[src/rtl/uart_pkg.sv]
`timescale 1ns/1ps
// Shared constants, state encodings and a counter-width helper for the UART echo block.
package uart_pkg;

  localparam int DATA_W                = 8;
  localparam int BAUD_CNT_END_DEF      = 5207;
  localparam int BAUD_CNT_END_HALF_DEF = 2603;
  localparam int FIFO_DEPTH_DEF        = 16;

  typedef enum logic [1:0] {
    TX_IDLE,
    TX_START,
    TX_DATA,
    TX_STOP
  } tx_state_e;

  typedef enum logic {
    RX_IDLE,
    RX_BUSY
  } rx_state_e;

  function automatic int cnt_w(input int end_val);
    return (end_val < 1) ? 1 : $clog2(end_val + 1);
  endfunction

endpackage

[src/rtl/sync_fifo.sv]
`timescale 1ns/1ps
// First-word-fall-through byte FIFO; a push into a full FIFO is dropped, a pop
// from an empty FIFO is ignored.
module sync_fifo
  import uart_pkg::*;
#(
  parameter int DEPTH  = FIFO_DEPTH_DEF,
  parameter int DATA_W = uart_pkg::DATA_W
) (
  input  logic              clk_i,
  input  logic              rst_ni,
  input  logic              push_i,
  input  logic [DATA_W-1:0] data_i,
  input  logic              pop_i,
  output logic [DATA_W-1:0] data_o,
  output logic              empty_o
);

  localparam int AW = $clog2(DEPTH);

  logic [DATA_W-1:0] mem [DEPTH];
  logic [AW:0]       wr_ptr_q, wr_ptr_d;
  logic [AW:0]       rd_ptr_q, rd_ptr_d;
  logic              full;
  logic              do_push;
  logic              do_pop;

  // Extra pointer MSB distinguishes full from empty when the address bits match.
  assign full    = (wr_ptr_q[AW] != rd_ptr_q[AW]) &&
                   (wr_ptr_q[AW-1:0] == rd_ptr_q[AW-1:0]);
  assign empty_o = (wr_ptr_q == rd_ptr_q);
  assign do_push = push_i & ~full;
  assign do_pop  = pop_i & ~empty_o;
  assign data_o  = mem[rd_ptr_q[AW-1:0]];

  always_comb begin
    wr_ptr_d = wr_ptr_q;
    rd_ptr_d = rd_ptr_q;
    if (do_push) wr_ptr_d = wr_ptr_q + (AW+1)'(1);
    if (do_pop)  rd_ptr_d = rd_ptr_q + (AW+1)'(1);
  end

  always_ff @(posedge clk_i or negedge rst_ni) begin
    if (!rst_ni) begin
      wr_ptr_q <= '0;
      rd_ptr_q <= '0;
    end else begin
      wr_ptr_q <= wr_ptr_d;
      rd_ptr_q <= rd_ptr_d;
    end
  end

  always_ff @(posedge clk_i) begin
    if (do_push) mem[wr_ptr_q[AW-1:0]] <= data_i;
  end

endmodule

[src/rtl/uart_rx.sv]
`timescale 1ns/1ps
// 8N1 receiver: synchronises the pin, starts on a falling edge, samples every bit
// at mid-point and emits a one-clock valid pulse for frames with a good stop bit.
module uart_rx
  import uart_pkg::*;
#(
  parameter int BAUD_CNT_END      = BAUD_CNT_END_DEF,
  parameter int BAUD_CNT_END_HALF = BAUD_CNT_END_HALF_DEF
) (
  input  logic              clk_i,
  input  logic              rst_ni,
  input  logic              rx_i,
  output logic [DATA_W-1:0] data_o,
  output logic              valid_o
);

  localparam int CW = cnt_w(BAUD_CNT_END);

  logic              rx_meta_q, rx_sync_q, rx_dly_q;
  logic              fall;
  rx_state_e         state_q, state_d;
  logic [CW-1:0]     cnt_q, cnt_d;
  logic [3:0]        bit_q, bit_d;
  logic [DATA_W-1:0] data_q, data_d;
  logic              valid_q, valid_d;

  assign fall    = rx_dly_q & ~rx_sync_q;
  assign data_o  = data_q;
  assign valid_o = valid_q;

  // bit_q: 0 = start bit, 1..8 = data bits LSB first, 9 = stop bit.
  always_comb begin
    state_d = state_q;
    cnt_d   = cnt_q;
    bit_d   = bit_q;
    data_d  = data_q;
    valid_d = 1'b0;
    case (state_q)
      RX_IDLE: begin
        if (fall) begin
          state_d = RX_BUSY;
          cnt_d   = '0;
          bit_d   = '0;
        end
      end
      RX_BUSY: begin
        if (cnt_q == CW'(BAUD_CNT_END)) begin
          cnt_d = '0;
          bit_d = bit_q + 4'd1;
        end else begin
          cnt_d = cnt_q + CW'(1);
        end
        if (cnt_q == CW'(BAUD_CNT_END_HALF)) begin
          if (bit_q == 4'd0) begin
            if (rx_sync_q) begin
              state_d = RX_IDLE;
              cnt_d   = '0;
              bit_d   = '0;
            end
          end else if (bit_q == 4'd9) begin
            valid_d = rx_sync_q;
            state_d = RX_IDLE;
            cnt_d   = '0;
            bit_d   = '0;
          end else begin
            data_d = {rx_sync_q, data_q[DATA_W-1:1]};
          end
        end
      end
      default: state_d = RX_IDLE;
    endcase
  end

  // Synchroniser flops reset high so the idle line never looks like a start edge.
  always_ff @(posedge clk_i or negedge rst_ni) begin
    if (!rst_ni) begin
      rx_meta_q <= 1'b1;
      rx_sync_q <= 1'b1;
      rx_dly_q  <= 1'b1;
      state_q   <= RX_IDLE;
      cnt_q     <= '0;
      bit_q     <= '0;
      valid_q   <= 1'b0;
    end else begin
      rx_meta_q <= rx_i;
      rx_sync_q <= rx_meta_q;
      rx_dly_q  <= rx_sync_q;
      state_q   <= state_d;
      cnt_q     <= cnt_d;
      bit_q     <= bit_d;
      valid_q   <= valid_d;
    end
  end

  always_ff @(posedge clk_i) begin
    data_q <= data_d;
  end

endmodule

[src/rtl/uart_tx.sv]
`timescale 1ns/1ps
// 8N1 transmitter: pops a byte from the FIFO whenever idle (or at the end of a
// stop bit) and shifts it out LSB first with a registered output.
module uart_tx
  import uart_pkg::*;
#(
  parameter int CNT_BAUD_END = BAUD_CNT_END_DEF
) (
  input  logic              clk_i,
  input  logic              rst_ni,
  input  logic              fifo_empty_i,
  input  logic [DATA_W-1:0] fifo_data_i,
  output logic              fifo_pop_o,
  output logic              tx_o
);

  localparam int CW = cnt_w(CNT_BAUD_END);

  tx_state_e         state_q, state_d;
  logic [CW-1:0]     cnt_q, cnt_d;
  logic [2:0]        bit_q, bit_d;
  logic [DATA_W-1:0] shift_q, shift_d;
  logic              tx_q, tx_d;
  logic              last;

  assign last = (cnt_q == CW'(CNT_BAUD_END));
  assign tx_o = tx_q;

  always_comb begin
    state_d    = state_q;
    cnt_d      = last ? '0 : cnt_q + CW'(1);
    bit_d      = bit_q;
    shift_d    = shift_q;
    tx_d       = tx_q;
    fifo_pop_o = 1'b0;
    case (state_q)
      TX_IDLE: begin
        cnt_d = '0;
        tx_d  = 1'b1;
        if (!fifo_empty_i) begin
          fifo_pop_o = 1'b1;
          shift_d    = fifo_data_i;
          state_d    = TX_START;
          tx_d       = 1'b0;
        end
      end
      TX_START: begin
        if (last) begin
          state_d = TX_DATA;
          bit_d   = '0;
          tx_d    = shift_q[0];
        end
      end
      TX_DATA: begin
        if (last) begin
          shift_d = shift_q >> 1;
          if (bit_q == 3'd7) begin
            state_d = TX_STOP;
            tx_d    = 1'b1;
          end else begin
            bit_d = bit_q + 3'd1;
            tx_d  = shift_q[1];
          end
        end
      end
      TX_STOP: begin
        // Chain straight into the next frame so a steady stream never slips a clock.
        if (last) begin
          if (!fifo_empty_i) begin
            fifo_pop_o = 1'b1;
            shift_d    = fifo_data_i;
            state_d    = TX_START;
            tx_d       = 1'b0;
          end else begin
            state_d = TX_IDLE;
            tx_d    = 1'b1;
          end
        end
      end
      default: begin
        state_d = TX_IDLE;
        tx_d    = 1'b1;
      end
    endcase
  end

  always_ff @(posedge clk_i or negedge rst_ni) begin
    if (!rst_ni) begin
      state_q <= TX_IDLE;
      cnt_q   <= '0;
      bit_q   <= '0;
      tx_q    <= 1'b1;
    end else begin
      state_q <= state_d;
      cnt_q   <= cnt_d;
      bit_q   <= bit_d;
      tx_q    <= tx_d;
    end
  end

  always_ff @(posedge clk_i) begin
    shift_q <= shift_d;
  end

endmodule

[src/rtl/uart_top.sv]
`timescale 1ns/1ps
// UART echo: receiver -> byte FIFO -> transmitter, all on the single sclk domain.
module uart_top
  import uart_pkg::*;
#(
  parameter int BAUD_CNT_END      = BAUD_CNT_END_DEF,
  parameter int BAUD_CNT_END_HALF = BAUD_CNT_END_HALF_DEF,
  parameter int CNT_BAUD_END      = BAUD_CNT_END_DEF,
  parameter int FIFO_DEPTH        = FIFO_DEPTH_DEF
) (
  input  logic sclk,
  input  logic rst_n,
  input  logic rx,
  output logic tx
);

  logic [DATA_W-1:0] rx_data;
  logic              rx_valid;
  logic [DATA_W-1:0] fifo_data;
  logic              fifo_empty;
  logic              fifo_pop;

  uart_rx #(
    .BAUD_CNT_END      (BAUD_CNT_END),
    .BAUD_CNT_END_HALF (BAUD_CNT_END_HALF)
  ) rx_inst (
    .clk_i   (sclk),
    .rst_ni  (rst_n),
    .rx_i    (rx),
    .data_o  (rx_data),
    .valid_o (rx_valid)
  );

  sync_fifo #(
    .DEPTH  (FIFO_DEPTH),
    .DATA_W (DATA_W)
  ) fifo_inst (
    .clk_i   (sclk),
    .rst_ni  (rst_n),
    .push_i  (rx_valid),
    .data_i  (rx_data),
    .pop_i   (fifo_pop),
    .data_o  (fifo_data),
    .empty_o (fifo_empty)
  );

  uart_tx #(
    .CNT_BAUD_END (CNT_BAUD_END)
  ) tx_inst (
    .clk_i        (sclk),
    .rst_ni       (rst_n),
    .fifo_empty_i (fifo_empty),
    .fifo_data_i  (fifo_data),
    .fifo_pop_o   (fifo_pop),
    .tx_o         (tx)
  );

endmodule

[config.mk]
export PLATFORM = sky130hd
export DESIGN_NAME = uart_top
export DESIGN_NICKNAME = d
export VERILOG_FILES = /design/src/rtl/uart_pkg.sv /design/src/rtl/sync_fifo.sv /design/src/rtl/uart_rx.sv /design/src/rtl/uart_tx.sv /design/src/rtl/uart_top.sv
export SDC_FILE = /design/constraint.sdc
export NUM_CORES = 1
export LEC_CHECK = 0
export ABC_AREA = 1
export BUFFER_PORTS_ARGS = -buffer_cell sky130_fd_sc_hd__buf_2
export CORE_MARGIN = 2
export CORE_UTILIZATION = 52
export CTS_CLUSTER_SIZE = 20
export DETAILED_ROUTE_END_ITERATION = 8
export PLACE_DENSITY = 0.76
export SYNTH_ARGS = -nofsm -noshare
export SYNTH_HDL_FRONTEND = slang
export SYNTH_SLANG_ARGS = --single-unit
[constraint.sdc]
create_clock -name sclk -period 2.2 [get_ports sclk]
set_input_delay 0.22 -clock sclk [delete_from_list [all_inputs] [get_ports sclk]]
set_output_delay 0.22 -clock sclk [all_outputs]
set_load 0.005 [all_outputs]
## Word-level counts from Yosys, hierarchy flattened

Memory sizes are Yosys's and may differ from the RTL's.
Index checks and enable logic that the tools add are counted.

| word-level totals | value |
|---|---|
| register bits | 67 |
| RAM bits | 128 |
| input port bits | 3 |
| output and inout port bits | 1 |
| logic and storage cells | 111 |
| memories | 1 |

| cells by class | value |
|---|---|
| $add $sub $neg | 6 |
| eq/ne operators | 18 |
| mux-type cells | 52 |
| bitwise logic cells | 9 |
| reduce and logical (&&, ||, !) cells | 10 |

Memories:

| memory | depth | bits a word | rd ports | clocked after memory_dff | wr ports | line | text |
|---|---|---|---|---|---|---|---|
| fifo_inst.mem | 16 | 8 | 1 | 0 | 1 | sync_fifo.sv:21 | `logic [DATA_W-1:0] mem [DEPTH];` |

Operator list:

| kind | count |
|---|---|
| 13-bit 2-to-1 mux | 8 |
| 13-bit by 1-bit adder with 13-bit output (second input constant) | 2 |
| 13-bit equality test (second input constant) | 2 |
| 13-bit case mux with 2 select lines | 1 |
| 4-bit 2-to-1 mux | 6 |
| 8-bit 2-to-1 mux | 3 |
| 8-bit case mux with 3 select lines | 1 |
| 1-bit 2-to-1 mux | 19 |
| 13-bit by 12-bit equality test with 1-bit output (second input constant) | 1 |
| 5-bit by 1-bit adder with 5-bit output (second input constant) | 2 |
| 2-bit 2-to-1 mux | 5 |
| 2-bit by 1-bit inequality test with 1-bit output (second input constant) | 5 |
| 3-bit 2-to-1 mux | 3 |
| 2-bit case mux with 4 select lines | 1 |
| 4-bit case mux with 2 select lines | 1 |
| 4-bit AND reduction | 2 |
| 1-bit NOT | 6 |
| 3-bit case mux with 2 select lines | 1 |
| 3-bit AND reduction | 2 |
| 5-bit equality test | 1 |
| 5-bit AND reduction | 1 |
| 4-bit by 1-bit adder with 4-bit output (second input constant) | 1 |
| 2-bit equality test (second input constant) | 2 |
| 4-bit equality test | 1 |
| other kinds (14) | 18 |

## Depth between registers and ports, before layout

Gate-level depths: netlist of the first run.

| depth | value |
|---|---|
| depth after elaboration | 6 |
| gate-level depth with buffers | 12 |
| mapped depth without buffers | 10 |

## Cells and area by module

A second synthesis of the first run with hierarchy kept.

| unflattened totals | value |
|---|---|
| cell total of the unflattened synthesis | 929 |
| area total of the unflattened synthesis | 9067.4 um^2 |

By module, submodules not included:

| module | times used | cells an instance | area an instance (um^2) | seq. area each (um^2) |
|---|---|---|---|---|
| sync_fifo | 1 | 558 | 5967.0 | 4093.9 |
| uart_tx | 1 | 198 | 1592.8 | 716.9 |
| uart_rx | 1 | 173 | 1507.7 | 794.5 |

## Worst setup path after synthesis of the first run

OpenSTA, ideal clock, no wires.

| timing path | value |
|---|---|
| path type | reg2reg |
| start point | register tx_inst.state_q[0] |
| end point | register tx_inst.shift_q[0] (enable) |
| library setup time | 373 ps |
| arrival | 1589 ps |
| required time | 1827 ps |
| path slack | 238 ps |
| stages on the path, launching flop included | 9 |
| path buffers | 1 |
| period minus slack after synthesis | 1962 ps |
| cell sequence | dfrtp_1 inv_1 ha_1 clkbuf_1 nor2_1 nand2_1 nand2_1 nand2_1 a21oi_1 |

| between the ends | value |
|---|---|
| cells in the longest elaborated chain, start to end | 3 |
| elaborated cells between the ends (all ways) | 7 |
| classes of those cells | 4 x eq/ne; 3 x reduce/logical |

RTL lines:

| element | line | text |
|---|---|---|
| start: declaration | uart_tx.sv:19 | `tx_state_e state_q, state_d;` |
| start signal: assignment | uart_tx.sv:94 | `state_q <= state_d;` |
| 2-bit equality test or 2-bit zero test (tied branches) | uart_tx.sv:36 | `case (state_q)` |
| 2-bit by 1-bit inequality test with 1-bit output (no source line) or 3-bit nonzero test (tied branches) | n/a |  |
| 3-bit AND reduction (no source line) (*) | n/a |  |
| end signal: assignment | uart_tx.sv:102 | `shift_q <= shift_d;` |
| end: declaration | uart_tx.sv:22 | `logic [DATA_W-1:0] shift_q, shift_d;` |

Every way passes the cells marked *; elsewhere a longest branch is shown, timed or not.
A chain may end at the register's enable or synchronous reset.

## Worst setup path after layout of the first run

| timing path | value |
|---|---|
| start point | register fifo_inst.wr_ptr_q[0] |
| end point | memory fifo_inst.mem[13][0] (enable) |

| between the ends | value |
|---|---|
| cells in the longest elaborated chain, start to end | 6 |

RTL lines:

| element | line | text |
|---|---|---|
| start: declaration | sync_fifo.sv:22 | `logic [AW:0] wr_ptr_q, wr_ptr_d;` |
| start signal: assignment | sync_fifo.sv:48 | `wr_ptr_q <= wr_ptr_d;` |
| 4-bit equality test | sync_fifo.sv:30 | `(wr_ptr_q[AW-1:0] == rd_ptr_q[AW-1:0]);` |
| 1-bit logical AND | sync_fifo.sv:29 | `assign full = (wr_ptr_q[AW] != rd_ptr_q[AW]) &&` |
| 1-bit NOT | sync_fifo.sv:32 | `assign do_push = push_i & ~full;` |
| 1-bit bitwise AND | sync_fifo.sv:32 |  |
| 1-bit 2-to-1 mux | sync_fifo.sv:54 | `if (do_push) mem[wr_ptr_q[AW-1:0]] <= data_i;` |
| 1-bit 2-to-1 mux (implied by the code) | sync_fifo.sv:54 |  |
| end: declaration | sync_fifo.sv:21 |  |

Several ways; a longest one is shown, not always the timed one.

==> flow_summary.yaml, run 1 <==
timing:
  setup_repair_after_global_routing_missed_its_margin: "no"
  period_needed_ns: 1.93
  final_hold_viol_count: 0
  holdWs_ns: 0.207
  timing.clock.skew_ns: 0.0118
  achievable-frequency_mhz: 517
  fin_setup_tns_ns: 0
  finalCritPeriodShare_pct: 87.9
  setup_viol: 0
  postLayoutSetupSlackWorst_ns: 0.266
  final_max_slew_viol_count: 0
  timing_worst_slew_pin_value_ns: 0.742
  slew_headroom_pct: 50.5
yosys:
  synthCells: 882
  postSynthNetCount: 902
  synthDistinctLibCells: 32
  avgSynthCellArea_um2: 9.96
  synthesis.area_um2: 8780
  xor_xnor_share_of_the_synthesized_area_pct: 1.80
  synth_flop_cell: "edfxtp_1"
  synthMuxAreaShare_pct: 0
  synthAdderAreaFrac_pct: 2.42
  synth_area_leader_cell: "edfxtp_1"
  area_share_of_the_largest_cell_type_after_synthesis_pct: 49.2
  synth-seq-area-share_pct: 63.8
  async_flop_share_pct: 26.2
  synthesis.yosys.warnings: 0
  main_combinational_cell_family_by_area_after_synthesis: "simple AND/OR/NAND/NOR gates"
  flip_flop_and_latch_count_after_synthesis: 195
  synth_edf_count: 144
  synth_compound_gate_area_share_pct: 5.68
  synth-simple-area-share_pct: 22.1
  yosys-top-cells-area: "edfxtp_1, dfrtp_1, nor2_1"
placement:
  port_buffers: 3
  detailedPlace.worstSlack_ns: 0.279
  gpl.final_weighted_congestion: 0.882
  hpwlAfterDp_um: 11600
run:
  max_cap_violations: 0
clocking:
  number_of_buffers_inserted_during_clock_tree_synthesis: 17
  cts_resized: 0
  ctsHtreeMaxLevel: 4
  post-cts-setup-buffers: 0
  clock_tree.buffer_depth: 2
  clockRootBuffer: "clkbuf_16"
  cts_tree: "done"
  worst_setup_hold_path_clk_slew_ns: 0.07
  insertion_delay_ns: 0.45
  clkSinkCount: 195
cells_and_area:
  layout_commonest_cell: "nor2_1"
  drive_above_1_share_pct: 9.65
  area_growth_syn_to_layout_pct: 11.6
  n_fill_cell: 1319
  nNetsFinal: 929
  antenna_cells_inserted: 0
  most-common-layout-cells: "nor2_1, nand2_1, edfxtp_1, o21ai_0, nand3_1"
critical_path:
  criticalPathCategory: "reg2reg"
  critical_path.startpoint_type: "register"
  end_kind: "register"
  worst_ep_required_time_ns: 2.36
  timing.critical_path.arrival_ns: 2.09
  critical_path.max_fanout: 8
pwr:
  maximum_vdd_drop_mv: 0.741
  power.total_mw: 7.39
  leak_pwr_nw: 3.88
  p_per_area_nw_per_um2: 754
global_route:
  track_usage_pct: 21.0
  grt_pass1_vias: 5955
  globalRoute.totalOverflow: 0
  grt_pass1_wl_um: 29300
  number_of_antenna_violations_at_the_first_check_in_global_routing: 0
  maximum_number_of_pins_on_one_net_before_global_route_repair: 66
die:
  die_y_um: 134
  fp.coreArea_um2: 16500
  floorplan.die_area_um2: 17900
  die_x_extent_um: 134
  floorplan.io_pins: 4
  initial_core_util_pct: 53.1
  floorplan.rows: 47
routing:
  vias_per_cell: 5.34
  drt_first_iter_violations: 654
  drt-wirelength-per-cell_um: 15.5
  drt_drc_violations_left: 0
  detail_route.wirelength_um: 17700
  drt.antenna.violating_nets: 0
  drt_first_pass_iters: 5
  via_count: 6096
outcome:
  status: "completed"
worst_hold_path:
  holdCritPathClass: "in2async"
[critical path, cell delays in order (launching register included)]
cell and delay [ns]:
dfrtp_1 0.43, inv_1 0.17, nand2_1 0.08, nand2_1 0.11, nor2_4 0.05, nand3_1 0.09
nand2_2 0.09, inv_2 0.12, nand2_1 0.18, nor2_1 0.15, buf_4 0.19
[path summary, 6_finish.rpt]
check | slack, ns | depth (start not counted) | from | to
max | 0.27 | 10 | fifo_inst.wr_ptr_q[0] | fifo_inst.mem[13][0]
min | 0.21 | 2 | rst_n | tx_inst.cnt_q[9]
max reg2reg | 0.27 | 10 | fifo_inst.wr_ptr_q[0] | fifo_inst.mem[13][0]
min reg2reg | 0.36 | 0 | rx_inst.rx_meta_q | rx_inst.rx_sync_q
max in group asynchronous | 1.34 | 3 | rst_n | rx_inst.rx_sync_q
min in group sclk | 0.36 | 0 | rx_inst.rx_meta_q | rx_inst.rx_sync_q
[stage by stage]
step | util [%] | instances | area (um^2)
final | 59.3 | 1142 | 9800
after global routing | 59.3 | 1142 | 9800
after CTS | 59.3 | 1142 | 9800
after detailed placement | 55.6 | 1108 | 9180
after global placement | 55.6 | 1108 | 9180
after floorplan | - | 882 | 8780
[report_power, final]
group          internal, mW  total, mW  switching [mW]
clock                  1.64       3.13            1.49
sequential             3.96       4.03          0.0661
combinational        0.0840      0.232           0.148
[registers in the layout, summed over array words and instances, names as in the netlist, 2 cells and up]
name                cells
rx_inst.bit_q           4
tx_inst.state_q         2
tx_inst.bit_q           3
tx_inst.cnt_q          13
fifo_inst.rd_ptr_q      5
rx_inst.cnt_q          13
fifo_inst.mem         128
rx_inst.data_o          8
tx_inst.shift_q         8
fifo_inst.wr_ptr_q      5
[routing by layer]
| layer | global-route usage (%) | share of wire [%] |
|---|---|---|
| met1 | 27.9 | 45 |
| met2 | 34.4 | 48 |
| met3 | 4.20 | 4.9 |
| met4 | 7.98 | 2.4 |
| met5 | 0 | 0 |
[Yosys cell counts, types with 5 or more instances]
master    number
nor3_1        18
nand4_1        8
nand3_1       64
xor2_1        17
o21ai_1        5
edfxtp_1     144
dfrtp_1       47
o22ai_1        5
clkbuf_1       9
ha_1          17
inv_2          7
buf_2         12
nand2_1      180
inv_1         53
nor2_1       182
o21ai_0       74
a21oi_1       10
nand2_2        7
[layout make-up]
class | count | area [um^2] | area share, %
clock inverters | 15 | 179 | 1.82
inverters | 62 | 233 | 2.37
clock buffers | 17 | 425 | 4.34
multi-input cells | 598 | 2810 | 28.7
flip-flops and latches | 195 | 5610 | 57.2
repair buffers | 35 | 273 | 2.78
well taps | 220 | 275 | 2.81
[cells by family (layout without fill, tap and decap cells)]
group	count (synthesis)	in the layout
xor+xnor	18	18
fa+ha+maj	17	17
buf+inv	89	129
simple gates	466	466
flops	195	195
compound gates	97	97
[timing repair]
action	in CTS	in global routing
endpoints found under the hold margin	15	0
endpoints found under the setup margin	0	0
hold buffers	2	0
Power figures use the tool's default switching activity.
==> run 2, diff against run 1 <==
- PLACE_DENSITY: 0.76 -> 0.67
- SETUP_SLACK_MARGIN: default -> 0.05
==> run 2 against run 1 <==
Net effect: hold slack better by 0.12 ns; largest cell class unchanged; cell count unchanged; clock skew increased by 0.0046 ns; register-to-register slack lost 0.04 ns; critical path depth unchanged; critical endpoint is now fifo_inst.mem[8][4]; global-route usage grew 0.96 points.
==> flow_summary.yaml, run 2 (same netlist as run 1, synthesis figures left out) <==
outcome:
  status: "completed"
pwr:
  p_per_area_nw_per_um2: 735
  maximum_vdd_drop_mv: 0.533
  leak_pwr_nw: 3.85
  power.total_mw: 7.18
routing:
  detail_route.wirelength_um: 18300
  drt_first_pass_iters: 5
  drt-wirelength-per-cell_um: 16.0
  vias_per_cell: 5.32
  drt_first_iter_violations: 503
  drt_drc_violations_left: 0
  via_count: 6076
  drt.antenna.violating_nets: 0
timing:
  finalCritPeriodShare_pct: 89.6
  final_max_slew_viol_count: 0
  achievable-frequency_mhz: 507
  setup_repair_after_global_routing_missed_its_margin: "no"
  period_needed_ns: 1.97
  final_hold_viol_count: 0
  fin_setup_tns_ns: 0
  timing.clock.skew_ns: 0.0164
  timing_worst_slew_pin_value_ns: 0.711
  slew_headroom_pct: 52.6
  postLayoutSetupSlackWorst_ns: 0.229
  setup_viol: 0
critical_path:
  path_cells: "inv_1 -> nand2_1 -> nand2_1 -> nor2_4 -> nand3_1 -> nand2_2 -> inv_2 -> nand2_1 -> nor2_1 -> buf_4"
  critical-path-top-cell-by-count: "nand2_1"
  end_kind: "register"
  timing.critical_path.arrival_ns: 2.12
  critical_path.max_fanout: 7
  crit_slowest_cell: "dfrtp_1"
  criticalPathCategory: "reg2reg"
  r2r_start: "fifo_inst.wr_ptr_q[0]"
  crit_path_max_incr_delay_ns: 0.44
  worst_ep_required_time_ns: 2.35
  crit_path_start: "fifo_inst.wr_ptr_q[0]"
  critical_path.startpoint_type: "register"
die:
  floorplan.io_pins: 4
  floorplan.die_area_um2: 17900
  die_x_extent_um: 134
  fp.coreArea_um2: 16500
  initial_core_util_pct: 53.1
  floorplan.rows: 47
  die_y_um: 134
global_route:
  track_usage_pct: 22.0
  grt_pass1_wl_um: 30100
  grt_util_met3_pct: 3.55
  maximum_number_of_pins_on_one_net_before_global_route_repair: 66
  grt_pass1_vias: 5846
  grtUsageMet2_pct: 34.2
  globalRoute.totalOverflow: 0
  gr-max-usage-layer: "met2"
  groute.layer.met1.usage_pct: 31.3
  number_of_antenna_violations_at_the_first_check_in_global_routing: 0
placement:
  detailedPlace.worstSlack_ns: 0.264
  gpl.final_weighted_congestion: 0.841
  hpwlAfterDp_um: 11500
  port_buffers: 3
cells_and_area:
  n_fill_cell: 1406
  multi_input_area_um2: 2810
  final_util_pct: 59.2
  nNetsFinal: 930
  most-common-layout-cells: "nor2_1, nand2_1, edfxtp_1, o21ai_0, nand3_1"
  flip_flop_count_of_the_largest_register_all_copies_and_words_added: 128
  seq_area_um2: 5610
  drive_above_1_share_pct: 9.54
  layout_commonest_cell: "nor2_1"
  antenna_cells_inserted: 0
  area_growth_syn_to_layout_pct: 11.4
clocking:
  number_of_buffers_inserted_during_clock_tree_synthesis: 17
  insertion_delay_ns: 0.44
  cts_tree: "done"
  worst_setup_hold_path_clk_slew_ns: 0.07
  ctsHtreeMaxLevel: 4
  clkSinkCount: 195
  clockRootBuffer: "clkbuf_16"
  clock_tree.buffer_depth: 2
  post-cts-setup-buffers: 0
run:
  max_cap_violations: 0
worst_hold_path:
  holdCritPathClass: "in2async"
-- run 2: changes by cell type in the layout (fill, tap and decap cells not counted) --
cell	delta
clkinvlp_4	+6
inv_12	-1
inv_8	-2
clkinv_2	+1
clkinv_4	-2
clkinv_8	-1
clkbuf_1	+1
inv_6	-3
buf_12	+1
-- run 2: worst max-delay path: cells and delay by family, from the launching register on --
kind                   cells  cell delay (ns)
buffers and inverters      3             0.49
DFF                        1             0.44
and+or+nand+nor            7             0.76
-- run 2: timing repair --
item,4_1_cts,5_1_grt
endpoints found under the hold margin,25,0
gates resized for setup,0,0
hold buffers,2,0
-- run 2: power breakdown --
group / total, mW / internal, mW / switching (mW)
combinational: 0.234 / 0.0853 / 0.149
sequential: 4.03 / 3.97 / 0.0632
clock: 2.92 / 1.57 / 1.35
-- run 2: per-stage QoR --
step           std cells  hold WS, ns  cell area [um^2]
3_5_place_dp        1109        0.263              9200
2_1_floorplan        882      -0.0756              8780
5_1_grt             1142        0.364              9780
4_1_cts             1142        0.335              9780
6_report            1142        0.329              9780
3_3_place_gp        1109        0.254              9200
-- run 2: area by class of cell --
cell class                      instances  share of cell area [%]
Clock buffer                           18                    4.39
Sequential cell                       195                    57.3
Tap cell                              220                    2.81
Inverter                               62                    2.38
Timing Repair Buffer                   36                    2.99
Clock inverter                         13                    1.33
Multi-Input combinational cell        598                    28.8
-- run 2: layer usage --
metal  share of wire [%]  vias to the layer above
li1                    -                     3003
met1                  46                     2895
met2                  47                      149
met3                 4.7                       29
met4                 2.1                        0
met5                   0                        -
-- run 2: worst paths after layout --
check / endpoint / slack, ns / depth (start not counted)
worst max-delay path: fifo_inst.mem[8][4] / 0.23 / 10
worst min-delay path: tx_inst.cnt_q[9] / 0.33 / 2
worst max register to register: fifo_inst.mem[8][4] / 0.23 / 10
worst min register to register: rx_inst.rx_sync_q / 0.36 / 0
max in group asynchronous: rx_inst.rx_dly_q / 1.25 / 3
min in group sclk: rx_inst.rx_sync_q / 0.36 / 0
